[config.mk]
export PLATFORM = sky130hd
export DESIGN_NAME = beam_steer_controller_flat
export DESIGN_NICKNAME = d
export VERILOG_FILES = /design/src/rtl/phased_delay_pkg.sv /design/src/rtl/beam_steer_controller_if.sv /design/src/rtl/switch_debouncer.sv /design/src/rtl/beam_steer_controller.sv /design/src/flat_wrapper.sv
export SDC_FILE = /design/constraint.sdc
export NUM_CORES = 1
export LEC_CHECK = 0
export ABC_AREA = 1
export CAP_MARGIN = 0
export CORE_MARGIN = 3
export CORE_UTILIZATION = 40
export CTS_CLUSTER_SIZE = 8
export DETAILED_ROUTE_END_ITERATION = 10
export DONT_BUFFER_PORTS = 1
export SYNTH_ARGS = -nofsm -noshare
export SYNTH_HDL_FRONTEND = slang
export SYNTH_SLANG_ARGS = --single-unit
[constraint.sdc]
create_clock -name clk -period 8.95 [get_ports clk]
set_clock_uncertainty 0.2 [all_clocks]
set_input_delay 2.685 -clock clk [delete_from_list [all_inputs] [get_ports clk]]
set_output_delay 2.685 -clock clk [all_outputs]
set_load 0.05 [all_outputs]
[src/rtl/phased_delay_pkg.sv]
// Shared definitions for the phased delay array: angle encoding, delay line
// depth and the beam steering FSM state type.
package phased_delay_pkg;

  localparam int NUM_ANGLES  = 13;
  localparam int DELAY_DEPTH = 8501;

  typedef logic [3:0] angle_t;

  localparam angle_t ANGLE_ZERO = 4'd6;
  localparam angle_t ANGLE_MAX  = angle_t'(NUM_ANGLES - 1);

  typedef enum logic [1:0] {ACTIVE, WAIT_GAP, BLANK} state_t;

  // Switch codes 13..15 have no angle; treat them as boresight.
  function automatic angle_t clamp_angle(input angle_t a);
    return (a > ANGLE_MAX) ? ANGLE_ZERO : a;
  endfunction

  // Sweep order 0..12 then back to 0.
  function automatic angle_t next_angle(input angle_t a);
    return (a == ANGLE_MAX) ? '0 : a + 4'd1;
  endfunction

endpackage

[src/rtl/beam_steer_controller_if.sv]
// Control/status bundle between the beam steering controller and its user.
//   sw_select      raw select switches (async)
//   sweep_en       1 = auto sweep (async)
//   pwm_in         source PWM feeding the delay line (async)
//   angle_sel      committed angle select, 0..12
//   out_en         1 = array outputs enabled
//   change_pending 1 while a change is waiting for a gap or blanking
//   sweep_wrap     one-cycle pulse on sweep wrap 12 -> 0
interface beam_steer_controller_if;
  import phased_delay_pkg::*;

  logic [3:0] sw_select;
  logic       sweep_en;
  logic       pwm_in;
  angle_t     angle_sel;
  logic       out_en;
  logic       change_pending;
  logic       sweep_wrap;

  modport master (
    output sw_select, sweep_en, pwm_in,
    input  angle_sel, out_en, change_pending, sweep_wrap
  );

  modport slave (
    input  sw_select, sweep_en, pwm_in,
    output angle_sel, out_en, change_pending, sweep_wrap
  );

endinterface

[src/rtl/switch_debouncer.sv]
// Two-flop synchroniser plus stability filter for a bus of switches.
//   clk, rst   clock, async active-high reset
//   raw_i      asynchronous switch inputs
//   stable_o   last value that held unchanged for CYCLES synchronised cycles
module switch_debouncer #(
  parameter int               WIDTH     = 4,
  parameter int               CYCLES    = 500000,
  parameter logic [WIDTH-1:0] RESET_VAL = '0
) (
  input  logic             clk,
  input  logic             rst,
  input  logic [WIDTH-1:0] raw_i,
  output logic [WIDTH-1:0] stable_o
);

  localparam int             CW   = (CYCLES > 1) ? $clog2(CYCLES) : 1;
  localparam logic [CW-1:0]  LAST = CW'(CYCLES - 1);

  logic [1:0][WIDTH-1:0] sync_q;
  logic [WIDTH-1:0]      cand_q;
  logic [WIDTH-1:0]      stable_q;
  logic [CW-1:0]         cnt_q;

  // Sync flops reset to RESET_VAL so leaving reset never looks like a change.
  always_ff @(posedge clk or posedge rst) begin
    if (rst) begin
      sync_q   <= {2{RESET_VAL}};
      cand_q   <= RESET_VAL;
      stable_q <= RESET_VAL;
      cnt_q    <= '0;
    end else begin
      sync_q <= {sync_q[0], raw_i};
      if (sync_q[1] != cand_q) begin
        cand_q <= sync_q[1];
        cnt_q  <= '0;
      end else if (cnt_q == LAST) begin
        stable_q <= cand_q;
      end else begin
        cnt_q <= cnt_q + CW'(1);
      end
    end
  end

  assign stable_o = stable_q;

endmodule

[src/rtl/beam_steer_controller.sv]
// Beam angle sequencer for the 20-channel phased delay array. Picks the target
// angle from debounced switches or an auto-sweep timer, commits it only in a
// PWM low gap (or after a timeout), then blanks the outputs until the delay
// line has flushed.
//   clk, rst   50 MHz clock, async active-high reset
//   bus        beam_steer_controller_if.slave (switches, sweep, PWM in;
//              angle_sel, out_en, change_pending, sweep_wrap out)
module beam_steer_controller
  import phased_delay_pkg::*;
#(
  parameter int DEBOUNCE_CYCLES = 500000,
  parameter int DWELL_CYCLES    = 50000000,
  parameter int FLUSH_CYCLES    = DELAY_DEPTH,
  parameter int GAP_TIMEOUT     = 1000000
) (
  input  logic                     clk,
  input  logic                     rst,
  beam_steer_controller_if.slave   bus
);

  localparam int DW = (DWELL_CYCLES > 1) ? $clog2(DWELL_CYCLES) : 1;
  localparam int GW = (GAP_TIMEOUT  > 1) ? $clog2(GAP_TIMEOUT)  : 1;
  localparam int FW = (FLUSH_CYCLES > 1) ? $clog2(FLUSH_CYCLES) : 1;

  localparam logic [DW-1:0] DWELL_LAST = DW'(DWELL_CYCLES - 1);
  localparam logic [GW-1:0] GAP_LAST   = GW'(GAP_TIMEOUT - 1);
  localparam logic [FW-1:0] FLUSH_LAST = FW'(FLUSH_CYCLES - 1);

  // Synchronisers for the single-bit async inputs
  logic [1:0] sweep_sync_q, pwm_sync_q;
  logic       sweep_prev_q;
  logic       sweep_s, pwm_s, sweep_edge;

  logic [3:0] deb_sw;

  state_t        state_q,  state_d;
  angle_t        angle_q,  angle_d;
  angle_t        target_q, target_d;
  logic          out_en_q, out_en_d;
  logic          pend_q,   pend_d;
  logic          wrap_q,   wrap_d;
  logic [DW-1:0] dwell_q,  dwell_d;
  logic [GW-1:0] gap_q,    gap_d;
  logic [FW-1:0] flush_q,  flush_d;

  switch_debouncer #(
    .WIDTH     (4),
    .CYCLES    (DEBOUNCE_CYCLES),
    .RESET_VAL (ANGLE_ZERO)
  ) u_sw_deb (
    .clk      (clk),
    .rst      (rst),
    .raw_i    (bus.sw_select),
    .stable_o (deb_sw)
  );

  assign sweep_s    = sweep_sync_q[1];
  assign pwm_s      = pwm_sync_q[1];
  assign sweep_edge = sweep_s ^ sweep_prev_q;

  always_ff @(posedge clk or posedge rst) begin
    if (rst) begin
      sweep_sync_q <= '0;
      pwm_sync_q   <= '0;
      sweep_prev_q <= 1'b0;
      state_q      <= BLANK;
      angle_q      <= ANGLE_ZERO;
      target_q     <= ANGLE_ZERO;
      out_en_q     <= 1'b0;
      pend_q       <= 1'b1;
      wrap_q       <= 1'b0;
      dwell_q      <= '0;
      gap_q        <= '0;
      flush_q      <= FLUSH_LAST;
    end else begin
      sweep_sync_q <= {sweep_sync_q[0], bus.sweep_en};
      pwm_sync_q   <= {pwm_sync_q[0], bus.pwm_in};
      sweep_prev_q <= sweep_s;
      state_q      <= state_d;
      angle_q      <= angle_d;
      target_q     <= target_d;
      out_en_q     <= out_en_d;
      pend_q       <= pend_d;
      wrap_q       <= wrap_d;
      dwell_q      <= dwell_d;
      gap_q        <= gap_d;
      flush_q      <= flush_d;
    end
  end

  // Target selection and dwell timer. The dwell only counts settled ACTIVE
  // cycles (target == angle), so every angle gets a full dwell of emission
  // regardless of how long its gap wait and blank took.
  always_comb begin
    target_d = target_q;
    dwell_d  = dwell_q;
    wrap_d   = 1'b0;
    if (!sweep_s)
      target_d = clamp_angle(deb_sw);
    if (sweep_edge) begin
      dwell_d = '0;
    end else if (sweep_s && state_q == ACTIVE && target_q == angle_q) begin
      if (dwell_q == DWELL_LAST) begin
        dwell_d  = '0;
        target_d = next_angle(target_q);
        wrap_d   = (target_q == ANGLE_MAX);
      end else begin
        dwell_d = dwell_q + DW'(1);
      end
    end
  end

  // Commit FSM. angle_sel only moves on a transition into (or within) BLANK,
  // so it can never change while outputs are enabled.
  always_comb begin
    state_d = state_q;
    angle_d = angle_q;
    gap_d   = '0;
    flush_d = flush_q;
    case (state_q)
      ACTIVE: begin
        if (target_q != angle_q)
          state_d = WAIT_GAP;
      end
      WAIT_GAP: begin
        if (target_q == angle_q) begin
          state_d = ACTIVE;
        end else if (!pwm_s || gap_q == GAP_LAST) begin
          state_d = BLANK;
          angle_d = target_q;
          flush_d = FLUSH_LAST;
        end else begin
          gap_d = gap_q + GW'(1);
        end
      end
      BLANK: begin
        // A new target mid-blank restarts the flush from full length.
        if (target_q != angle_q) begin
          angle_d = target_q;
          flush_d = FLUSH_LAST;
        end else if (flush_q == '0) begin
          state_d = ACTIVE;
        end else begin
          flush_d = flush_q - FW'(1);
        end
      end
      default: state_d = BLANK;
    endcase
    out_en_d = (state_d != BLANK);
    pend_d   = (state_d != ACTIVE);
  end

  assign bus.angle_sel      = angle_q;
  assign bus.out_en         = out_en_q;
  assign bus.change_pending = pend_q;
  assign bus.sweep_wrap     = wrap_q;

endmodule
[src/flat_wrapper.sv]
// flat-port wrapper written by rule: the top's interface ports become plain ports
module beam_steer_controller_flat import phased_delay_pkg::*;
#(
  parameter int DEBOUNCE_CYCLES = 500000,
  parameter int DWELL_CYCLES    = 50000000,
  parameter int FLUSH_CYCLES    = DELAY_DEPTH,
  parameter int GAP_TIMEOUT     = 1000000
)
  (clk, rst, bus_sw_select, bus_sweep_en, bus_pwm_in, bus_angle_sel, bus_out_en, bus_change_pending, bus_sweep_wrap);
  beam_steer_controller_if bus_i ();
  input  logic clk;
  input  logic rst;
  input wire logic [$bits(bus_i.sw_select)-1:0] bus_sw_select;
  input wire logic [$bits(bus_i.sweep_en)-1:0] bus_sweep_en;
  input wire logic [$bits(bus_i.pwm_in)-1:0] bus_pwm_in;
  output wire logic [$bits(bus_i.angle_sel)-1:0] bus_angle_sel;
  output wire logic [$bits(bus_i.out_en)-1:0] bus_out_en;
  output wire logic [$bits(bus_i.change_pending)-1:0] bus_change_pending;
  output wire logic [$bits(bus_i.sweep_wrap)-1:0] bus_sweep_wrap;
  assign bus_i.sw_select = bus_sw_select;
  assign bus_i.sweep_en = bus_sweep_en;
  assign bus_i.pwm_in = bus_pwm_in;
  assign bus_angle_sel = bus_i.angle_sel;
  assign bus_out_en = bus_i.out_en;
  assign bus_change_pending = bus_i.change_pending;
  assign bus_sweep_wrap = bus_i.sweep_wrap;
  beam_steer_controller #(.DEBOUNCE_CYCLES(DEBOUNCE_CYCLES), .DWELL_CYCLES(DWELL_CYCLES), .FLUSH_CYCLES(FLUSH_CYCLES), .GAP_TIMEOUT(GAP_TIMEOUT)) u_core (.clk(clk), .rst(rst), .bus(bus_i));
endmodule
==> impl_metrics.ini <==
[floorplan]
core-area_mm2 = 0.0154
ios = 15
rows = 45
die_x_um = 133
die_h_um = 133
die-area_mm2 = 0.0176
initial_core_util_pct = 41.5

[outcome]
status = finished clean

[logic_synthesis]
yosys_warnings = 0
synth_nets = 868
synth-async-reset-ratio_pct = 100
netlist_area_mm2 = 0.00641
synth_edf_count = 0
avgSynthCellArea_um2 = 7.54
synthCells = 850
synth-main-ff-cell = dfrtp_1
seq_area_frac_synth_pct = 44.5
ys_seq_elements = 113
ys_types = 43

[power_and_ir_drop]
switching_power_uw = 543
p_sw_share_pct = 31.3
p_clk_share_pct = 43.5
power_density_mw_per_mm2 = 239
peakVddDrop_uv = 148
finalPower_uw = 1730
p_leak_uw = 0.00317
power_frac_seq_pct = 36.0
intPower_uw = 1190
pwr-share-comb_pct = 20.5

[timing]
period_share_pct = 44.9
slew_headroom_pct = 47.5
grt_setup_unrepaired = no
fmax_mhz = 249
hold_viol = 0
min_period_ns = 4.02
maxSlewViolCount = 0
setup_violations = 0
tightest_slew_ns = 0.787
setup_tns_ns = 0

[drt]
dr.pass1.iters = 5
wire_per_inst_um = 13.0
drtIter0Drc = 398
drc = 0
wirelength_um = 14000
viasPerCell = 4.88
antenna_left = 0
vias = 5265

[min_path]
worstHoldPathType = flop to flop
min_from = u_core.sweep_sync_q[0]

[grt]
grt_max_degree = 65
grt.overflow.total = 0
grtUsageTotal_pct = 17.2
grt_pass1_wl_um = 24300
antenna_found_initial = 0
grt_pass1_vias = 5042

[clock_network]
path_clk_slew_ns = 0.05
htree_levels = 4
cts_root_buf = clkbuf_16
insertion_delay_ns = 0.43
cts_max_path_buffers = 2
clock_sinks = 113
post_cts_buffers = 0
ctsHoldBuffers = 0
tritoncts = done
cts_buffers = 17
cts_resized = 0

[critical_path]
cp_max_fo = 4
worst_setup_path_end_kind = output pin
criticalPathCategory = flop to output pin
crit_path_start = u_core.bus.angle_sel[1]
required_ns = 6.07
start_kind = flop
arrival_ns = 1.14
reg2reg_from = u_core.bus.angle_sel[1]

[finish]
drive_gt1_share_pct = 10.7
finalNetCount = 873
fillers = 1499
finalInstanceArea_mm2 = 0.00724
area_growth_pct = 12.9
num_antenna_cells = 0

[placement]
port_buffers = 0
dpl_cell_area_mm2 = 0.00658
hpwl_um = 10100
gp_congestion = 0.834

[run]
maxCapViolCount = 0
[per-stage QoR]
stage	worst slack, ns	utilization [%]	instances	hold slack, ns
final	4.93	46.9	1079	0.147
after global routing	4.89	46.9	1079	0.157
after CTS	4.91	46.9	1079	0.149
after detailed placement	4.78	42.7	1047	0.137
after global placement	4.80	42.7	1047	0.134
after floorplan	3.11	-	850	0.131
[cells in the final DEF, fill, tap and decap left out, types with 2 or more instances in the layout]
master      netlist  final
nand3_2           6      6
nand2_4           2      2
inv_2             6      6
o22ai_1           2      2
a21o_1            2      2
a21oi_1          31     31
nor3_2            2      2
a31oi_1           2      2
xnor2_1           4      4
nand2_2           5      5
nor4_1            3      3
dfstp_2          19     19
nand2_1         226    226
dfrtp_1          94     94
clkinv_1          2      2
clkbuf_1          6      3
bufinv_16         0      5
nand4_1          24     24
o21ai_0          25     25
nor3_1           31     31
ha_1             10     10
clkbuf_8          0      3
nand3_1          57     57
clkinv_4          1      2
o21ai_1          17     17
clkbuf_16         0     17
or2_2             5      5
xor2_1           28     28
inv_1            96     95
nor2_2            7      7
clkinvlp_4        0      2
nor2_1          114    114
nor2_4            4      4
[cells in the mapped netlist (all sizes together), types with 3 or more instances]
cell    number  share of area (%)
a21oi       31                2.4
buf          9                1.3
clkbuf       6               0.35
clkinv       3               0.25
dfrtp       94                 37
dfstp       19                7.8
ha          10                2.0
inv        102                6.0
nand2      233                 14
nand3       64                5.7
nand4       25                2.5
nor2       125                8.1
nor3        34                3.0
nor4         3               0.29
o21ai       43                3.4
or2          5               0.49
xnor2        4               0.55
xor2        28                3.8
[registers in the layout (all words and copies together), names as in the netlist]
signal / cells
u_core.u_sw_deb.cnt_q: 19
u_core.state_q: 2
u_core.dwell_q: 26
u_core.u_sw_deb.sync_q: 8
u_core.bus.angle_sel: 4
u_core.flush_q: 14
u_core.pwm_sync_q: 2
u_core.bus.out_en: 1
u_core.bus.change_pending: 1
u_core.gap_q: 20
u_core.bus.sweep_wrap: 1
u_core.sweep_sync_q: 2
u_core.sweep_prev_q: 1
u_core.u_sw_deb.cand_q: 4
u_core.target_q: 4
u_core.u_sw_deb.stable_o: 4
[final cells by class]
cell class	count	area [um^2]	share of cell area, %
tap	211	264	3.65
clock inverter	9	179	2.47
inverter	105	402	5.55
clock buffer	23	478	6.60
multi-input combinational	617	3060	42.2
sequential	113	2850	39.4
timing repair buffer	1	7.51	0.104
[power groups by stage]
stage	Sequential (uW)	Clock [uW]	Combinational (uW)
2_1_floorplan	623	0	313
3_3_place_gp	633	0	354
3_5_place_dp	633	0	358
4_1_cts	625	766	360
5_1_grt	630	794	408
6_report	624	753	355
[path summary, 6_finish.rpt]
path                       cells after the start  slack (ns)                      end
max reg2reg                                    9        6.43        u_core.dwell_q[9]
min in group asynchronous                      1        2.08  u_core.bus.angle_sel[3]
min reg2reg                                    0        0.15   u_core.sweep_sync_q[1]
min                                            0        0.15   u_core.sweep_sync_q[1]
max in group asynchronous                      2        5.36          u_core.gap_q[7]
max                                            0        4.93         bus_angle_sel[1]
[cell families after synthesis]
| kind of cell | synth area share (%) |
|---|---|
| simple gates | 34.3 |
| fa+ha+maj | 1.95 |
| xor+xnor | 4.37 |
| flops | 44.5 |
| compound gates | 7.03 |
| buf+inv | 7.85 |
[per-layer routing]
metal | share of wire (%) | global-route usage, % | up-vias
li1 | - | - | 2740
met5 | 0 | 0 | -
met2 | 46 | 26.4 | 97
met4 | 1.7 | 5.72 | 0
met1 | 48 | 23.3 | 2408
met3 | 4.3 | 4.94 | 20
No activity file was read; power rests on OpenSTA's default activity.
